`src/rtl/fft_peak_detect.sv`:
```
// fft_peak_detect: tracks the largest |X|^2 bin over each 2^N-point frame of a
// natural-order FFT stream and reports it once per completed frame.
// Optional feature macro: FFT_PEAK_SKIP_DC_EN (exclude bin 0 from the search).
module fft_peak_detect #(
  parameter int unsigned width = 16,
  parameter int unsigned N     = 9
) (
  input  logic                    clk,
  input  logic                    areset,
  input  logic                    en_in,
  input  logic [N-1:0]            cnt_in,
  input  logic signed [width-1:0] din_re,
  input  logic signed [width-1:0] din_im,
  output logic                    peak_valid,
  output logic [N-1:0]            peak_bin,
  output logic [2*width:0]        peak_pow,
  output logic [15:0]             frame_cnt,
  output logic                    frame_err
);

  localparam int unsigned PW    = 2 * width + 1;
  localparam int unsigned PRODW = 2 * width;
  localparam logic [N-1:0] LAST_BIN = '1;
`ifdef FFT_PEAK_SKIP_DC_EN
  localparam logic [N-1:0] FIRST_BIN = N'(1);
`else
  localparam logic [N-1:0] FIRST_BIN = '0;
`endif

  typedef enum logic [2:0] {S_IDLE, S_ARM, S_RUN, S_DONE, S_WAIT} state_t;

  state_t                   r_state, w_state_nxt;
  logic                     r_en_prev;
  logic [N-1:0]             r_prev_cnt;
  logic [N-1:0]             w_cnt_exp;
  logic                     w_accept, w_err;

  logic signed [PRODW-1:0]  w_re_ext, w_im_ext, w_sq_re, w_sq_im;
  logic                     r_v1, r_last1, r_v2, r_last2;
  logic [N-1:0]             r_bin1, r_bin2;
  logic signed [PRODW-1:0]  r_sq_re, r_sq_im;
  logic [PW-1:0]            r_pow2;

  logic [PW-1:0]            r_max_pow, w_max_pow;
  logic [N-1:0]             r_max_bin, w_max_bin;
  logic                     w_cand, w_load;

  logic                     r_peak_valid, r_frame_err;
  logic [N-1:0]             r_peak_bin;
  logic [PW-1:0]            r_peak_pow;
  logic [15:0]              r_frame_cnt;

  assign w_cnt_exp = r_prev_cnt + N'(1);
  assign w_re_ext  = {{width{din_re[width-1]}}, din_re};
  assign w_im_ext  = {{width{din_im[width-1]}}, din_im};
  assign w_sq_re   = w_re_ext * w_re_ext;
  assign w_sq_im   = w_im_ext * w_im_ext;

  // FSM state register
  always_ff @(posedge clk or posedge areset) begin
    if (areset) r_state <= S_IDLE;
    else        r_state <= w_state_nxt;
  end

  // FSM next state, sample acceptance and framing-error detection
  always_comb begin
    w_state_nxt = r_state;
    w_accept    = 1'b0;
    w_err       = 1'b0;
    case (r_state)
      S_IDLE: if (en_in && !r_en_prev) w_state_nxt = S_ARM;
      S_ARM: begin
        if (!en_in) begin
          w_err       = 1'b1;
          w_state_nxt = S_IDLE;
        end else if (cnt_in != '0) begin
          w_err       = 1'b1;
          w_state_nxt = S_WAIT;
        end else begin
          w_accept    = 1'b1;
          w_state_nxt = S_RUN;
        end
      end
      S_RUN: begin
        if (!en_in) begin
          w_err       = 1'b1;
          w_state_nxt = S_IDLE;
        end else if (cnt_in != w_cnt_exp) begin
          w_err       = 1'b1;
          w_state_nxt = S_WAIT;
        end else begin
          w_accept = 1'b1;
          if (cnt_in == LAST_BIN) w_state_nxt = S_DONE;
        end
      end
      // pipeline drains on its own; a conforming upstream is low here
      S_DONE: w_state_nxt = en_in ? S_WAIT : S_IDLE;
      S_WAIT: if (!en_in) w_state_nxt = S_IDLE;
      default: w_state_nxt = S_IDLE;
    endcase
  end

  // Edge detect on en_in and last accepted bin index
  always_ff @(posedge clk or posedge areset) begin
    if (areset) begin
      r_en_prev  <= 1'b1;
      r_prev_cnt <= '0;
    end else begin
      r_en_prev <= en_in;
      if (w_accept) r_prev_cnt <= cnt_in;
    end
  end

  // S1: square real and imaginary parts
  always_ff @(posedge clk or posedge areset) begin
    if (areset) begin
      r_v1    <= 1'b0;
      r_last1 <= 1'b0;
      r_bin1  <= '0;
      r_sq_re <= '0;
      r_sq_im <= '0;
    end else begin
      r_v1    <= w_accept;
      r_last1 <= w_accept && (cnt_in == LAST_BIN);
      if (w_accept) begin
        r_bin1  <= cnt_in;
        r_sq_re <= w_sq_re;
        r_sq_im <= w_sq_im;
      end
    end
  end

  // S2: sum of squares as unsigned power; a framing error flushes in-flight bins
  always_ff @(posedge clk or posedge areset) begin
    if (areset) begin
      r_v2    <= 1'b0;
      r_last2 <= 1'b0;
      r_bin2  <= '0;
      r_pow2  <= '0;
    end else begin
      r_v2    <= r_v1 && !w_err;
      r_last2 <= r_last1 && !w_err;
      if (r_v1) begin
        r_bin2 <= r_bin1;
        r_pow2 <= PW'($unsigned(r_sq_re)) + PW'($unsigned(r_sq_im));
      end
    end
  end

  // S3 compare: strict greater keeps the lower bin on ties
  always_comb begin
`ifdef FFT_PEAK_SKIP_DC_EN
    w_cand = (r_bin2 != '0);
`else
    w_cand = 1'b1;
`endif
    w_load    = r_v2 && w_cand && ((r_bin2 == FIRST_BIN) || (r_pow2 > r_max_pow));
    w_max_pow = w_load ? r_pow2 : r_max_pow;
    w_max_bin = w_load ? r_bin2 : r_max_bin;
  end

  // S3 running max and per-frame reporting
  always_ff @(posedge clk or posedge areset) begin
    if (areset) begin
      r_max_pow    <= '0;
      r_max_bin    <= '0;
      r_peak_valid <= 1'b0;
      r_peak_bin   <= '0;
      r_peak_pow   <= '0;
      r_frame_cnt  <= '0;
      r_frame_err  <= 1'b0;
    end else begin
      r_max_pow    <= w_max_pow;
      r_max_bin    <= w_max_bin;
      r_peak_valid <= r_v2 && r_last2;
      r_frame_err  <= w_err;
      if (r_v2 && r_last2) begin
        r_peak_bin  <= w_max_bin;
        r_peak_pow  <= w_max_pow;
        r_frame_cnt <= r_frame_cnt + 16'd1;
      end
    end
  end

  assign peak_valid = r_peak_valid;
  assign peak_bin   = r_peak_bin;
  assign peak_pow   = r_peak_pow;
  assign frame_cnt  = r_frame_cnt;
  assign frame_err  = r_frame_err;

endmodule

```
`config.mk`:
```
export PLATFORM = sky130hd
export DESIGN_NAME = fft_peak_detect
export DESIGN_NICKNAME = d
export VERILOG_FILES = /design/src/rtl/fft_peak_detect.sv
export SDC_FILE = /design/constraint.sdc
export NUM_CORES = 2
export LEC_CHECK = 0
export ABC_AREA = 1
export ABC_CLOCK_PERIOD_IN_PS = 11900
export CAP_MARGIN = 10
export CORE_UTILIZATION = 45
export CTS_BUF_LIST = sky130_fd_sc_hd__clkbuf_8
export CTS_CLUSTER_DIAMETER = 150
export DETAILED_ROUTE_END_ITERATION = 10
export HOLD_SLACK_MARGIN = 0.08
export PLACE_DENSITY_LB_ADDON = 0.05
export SETUP_SLACK_MARGIN = 0.5
export SLEW_MARGIN = 20
export SYNTH_ARGS = -nofsm -noshare
export SYNTH_HDL_FRONTEND = slang
export SYNTH_SLANG_ARGS = --single-unit
```
`constraint.sdc`:
```
create_clock -name clk -period 11.9 [get_ports clk]
set_input_delay 3.57 -clock clk [delete_from_list [all_inputs] [get_ports clk]]
set_output_delay 3.57 -clock clk [all_outputs]
set_load 0.1 [all_outputs]
```
After elaboration in Yosys (flattened, before gate mapping) --
Cells that the tools add are included.
Word-level totals: flip-flop bits (word level) 225, output and inout bits 60, word-level logic and storage cells 67, bits of input ports 44
Cells by class: multipliers 2, equal/unequal tests 9, order comparisons 1, reductions and logical operators 13, mux-type cells 21, $add $sub $neg 3
Operators with widths (count):
- 16-bit by 16-bit multiplier with 32-bit output | 2
- 32-bit by 32-bit adder with 33-bit output | 1
- 33-bit greater-than comparator | 1
- 33-bit 2-to-1 mux | 1
- 3-bit 2-to-1 mux | 8
- 16-bit by 1-bit adder with 16-bit output (second input constant) | 1
- 3-bit case mux with 5 select lines | 1
- 9-bit by 1-bit adder with 9-bit output (second input constant) | 1
- 9-bit == test (second input constant) | 1
- 9-bit logical NOT | 1
- 9-bit 2-to-1 mux | 1
- 9-bit inequality test | 1
- 9-bit nonzero test | 1
- 1-bit 2-to-1 mux | 8
- 3-bit by 2-bit == test with 1-bit output (second input constant) | 2
- 1-bit logical AND | 6
- 2-bit inequality test (second input constant) | 2
- 4-bit inequality test (second input constant) | 1
- 1-bit case mux with 2 select lines | 2
- 3-bit by 1-bit == test with 1-bit output (second input constant) | 1
- 3-bit == test (second input constant) | 1
- 3-bit logical NOT | 1
- 3-bit AND reduction | 1
- 1-bit logical NOT | 2
- 1-bit logical OR | 1

Longest topological paths before layout --
depth after elaboration 7, mapped depth 29, gate-level depth less buffers 28

Worst setup path before layout --
Ideal clock, no wire load.
path type input to register, from input port din_re[1], to register r_sq_re[30], cell stages on the path 22, buffers on the path 2, slack 2878 ps, arrival time 8906 ps, setup time 117 ps, data required time 11783 ps, cells stage by stage clkbuf_1 > clkbuf_1 > nand2_1 > inv_1 > fa_1 > fa_1 > fa_1 > fa_1 > fa_1 > inv_1 > fa_1 > inv_1 > ha_1 > nand2_1 > nor2_1 > inv_1 > nor4_1 > nand4_1 > nand2_1 > nand2_1 > a21oi_2 > nor2_1
On the way: cells in the longest elaborated chain, start to end 1
Ends and longest elaborated chain:
- from (decl) | RTL line 12 | input logic signed [width-1:0] din_re,
- 16-bit by 16-bit multiplier with 32-bit output | RTL line 56 | assign w_sq_re = w_re_ext * w_re_ext;
- to (signal assigned) | RTL line 127 | r_sq_re <= w_sq_re;
- to (decl) | RTL line 41 | logic signed [PRODW-1:0] r_sq_re, r_sq_im;
No other way between the ends. A chain may end at the register's enable or synchronous reset.

Worst setup path after layout --
from input port din_re[15], to register r_sq_re[30]
Same word-level chain as after synthesis.

==> results by group <==
Outcome
  • Status: finished clean

Timing
  • Slew @ Worst Pin: 1.00 ns
  • Fin Clk Skew: 0.0471 ns
  • Fin. max-slew vios: 0
  • Final min period: 9.86 ns
  • Final worst path period share: 82.9%
  • Slew HR: 33.1%
  • F_max: 101 MHz
  • Final Worst Setup Slack: 2.04 ns
  • Unrepaired setup endpoints after global routing: false
  • Setup_tns: 0 ns
  • # setup viols final: 0
  • Fin. Hold Viols: 0

Placement
  • Worst slack, placed: 1.48 ns
  • PortBufs: 103
  • Placed Area: 32300 µm²
  • Routability congestion estimate: 0.920
  • Placed Instances: 4710
  • Dpl hpwl: 61100 µm

Clock tree
  • Setup Buffers After CTS: 0
  • Hold_buf cts: 0
  • CTS root buf: clkbuf_8
  • Clk Latency, worst-skew pair: 0.59 ns
  • Resized cells post-CTS: 0
  • Max H-tree Level: 2
  • Clock transition at path regs: 0.06 ns
  • Total CTS buffers: 39
  • Deepest clock path buffer count: 3
  • CTS sink cnt: 223
  • TritonCTS clock tree: done

Synthesis
  • Synthesized instance count: 3817
  • Unique masters post-synth: 47
  • Syn nets: 4569
  • Synth Register Bits: 223
  • Number of synthesized flops with an enable pin: 0
  • Main flop type after synthesis: dfrtp_1
  • Ys async rst share: 100%
  • Seq/Total Area, Yosys: 18.3%
  • Synth warn: 0
  • Netlist Area Pre-Place: 30500 µm²
  • Syn Area/Cell: 8.00 µm²

Setup path
  • Cell family with most CP delay: adder cells
  • Critical path required time: 12.35 ns
  • WP data arrival: 10.31 ns
  • Startpoint Class: input port
  • CP cell instances: clkdlybuf4s50_1 > clkinv_1 > or2_2 > fa_1 > fa_1 > fa_1 > inv_1 > fa_1 > inv_1 > fa_1 > inv_1 > fa_1 > ha_1 > inv_1 > nor4_1 > nand4_1 > nand2_1 > nand2_1 > a21oi_2 > nor2_1
  • Most used cell, CP: fa_1
  • CP bufs+invs: 6
  • Slowest cell on crit path: clkdlybuf4s50_1
  • WS Path Type: in -> reg
  • CP peak stage delay: 1.04 ns
  • Critical Path Sink Type: flop
  • Maximum fanout along the worst path: 22

Global routing
  • First-pass GRT wire length: 124000 µm
  • GR Util All Layers: 22.3%
  • Congestion Overflow GR: 0
  • Largest net degree at the start of global routing: 103
  • Initial antenna violation count: 1
  • Vias in the first global route: 24109

Layout
  • Final #Nets: 4630
  • Most common cell after layout, fill and taps aside: inv_1
  • Fillers: 6744
  • Layout area overhead: 8.63%
  • Share of layout cells above drive strength 1: 2.95%
  • Design area: 33200 µm²
  • Most frequent cells in the layout: 974 x inv_1, 838 x nand2_1, 470 x fa_1, 238 x ha_1, 221 x dfrtp_1
  • Fin cells: 4778

Run
  • MaxCap Viol Count: 0

Route
  • DRC viols: 0
  • Vias per cell: 4.84
  • Average wire per standard cell: 15.4 µm
  • Drt initial violations: 1329
  • DRT Pass-1 Iters: 6
  • Final WL: 73400 µm
  • Vias: 23139
  • Post-DRT Antenna Nets: 0

Hold path
  • Hold Crit Class: reg -> reg

Floorplan
  • Starting Density: 45.4%
  • Die area: 68900 µm²
  • Die Y-Extent: 262 µm
  • Chip width: 262 µm
  • # rows: 95
  • Core ar.: 67200 µm²
  • IO Count: 104
through the flow:
| stage | hold slack [ns] | util [%] |
|---|---|---|
| global placement | 0.458 | 48.2 |
| floorplan | 0.448 | - |
| finish | 0.471 | 49.4 |
| global route | 0.492 | 49.4 |
| detailed placement | 0.465 | 48.2 |
| CTS | 0.482 | 49.4 |
worst reg2reg max path: stages, from the launching register on:
cell	delay (ns)
dfrtp_1	0.44
ha_1	0.33
or2_2	0.29
nand3_1	0.11
nand3b_1	0.13
nor2_2	0.05
nand2_2	0.08
nand2_4	0.10
nand2_4	0.27
buf_4	0.75
nor2_1	0.19
nand2_1	0.15
nand2_1	0.06
routing by layer:
metal	up-vias	part of all wire (%)	global-route usage [%]
li1	11521	-	-
met1	11204	47	31.2
met2	371	49	38.5
met3	43	3.4	1.82
met4	0	0.95	3.58
met5	-	0	0
cells in the mapped netlist (29+ instances only):
library cell	count	share of area [%]
inv_1	970	12
dfrtp_1	222	18
xor2_1	46	1.3
o21ai_1	44	0.72
ha_1	238	9.8
nor2_1	216	2.7
nand2_1	839	10
xnor2_1	48	1.4
nand4_1	29	0.59
o21ai_0	102	1.7
nand3_1	190	3.1
fa_1	470	31
a21oi_1	116	1.9
clkbuf_1	79	0.97
and2_1	43	0.88
cell families after synthesis:
family | count (synthesis) | synth area share (%)
DFF | 223 | 18.3
adders and majority gates | 708 | 40.6
and+or+nand+nor | 1379 | 18.8
xor gates and xnor gates | 94 | 2.70
buffers and inverters | 1082 | 13.6
AOI/OAI and AO/OA | 331 | 5.99
registers in the layout, summed over array words and instances, names as in the netlist, 16 cells and up:
signal,count
r_max_pow,33
r_sq_im,31
r_sq_re,31
r_pow2,33
frame_cnt,16
peak_pow,33
area by class of cell:
class	count	area [µm²]	share of cell area, %
timing repair buffer	127	1210	3.65
inverter	975	3670	11.1
multi-input combinational	2512	20800	62.7
clock buffer	54	743	2.24
clock inverter	13	67.6	0.204
sequential	223	5580	16.8
tap	873	1090	3.29
antenna	1	2.50	0.00755
final timing paths:
kind | startpoint | end | slack, ns | cells past startpoint
max | din_re[15] | r_sq_re[30]$_DFFE_PP0P_ | 2.04 | 20
min reg2reg | frame_cnt[15]$_DFFE_PP0P_ | frame_cnt[15]$_DFFE_PP0P_ | 0.47 | 1
max reg2reg | r_bin1[0]$_DFFE_PP0P_ | r_sq_re[20]$_DFFE_PP0P_ | 8.78 | 12
max in group asynchronous | areset | frame_cnt[10]$_DFFE_PP0P_ | 6.95 | 3
min in group asynchronous | areset | peak_pow[12]$_DFFE_PP0P_ | 3.49 | 2
min | frame_cnt[15]$_DFFE_PP0P_ | frame_cnt[15]$_DFFE_PP0P_ | 0.47 | 1
Power is not shown: default switching activity piles up to over one toggle a cycle in this logic, so the estimate is an artifact.
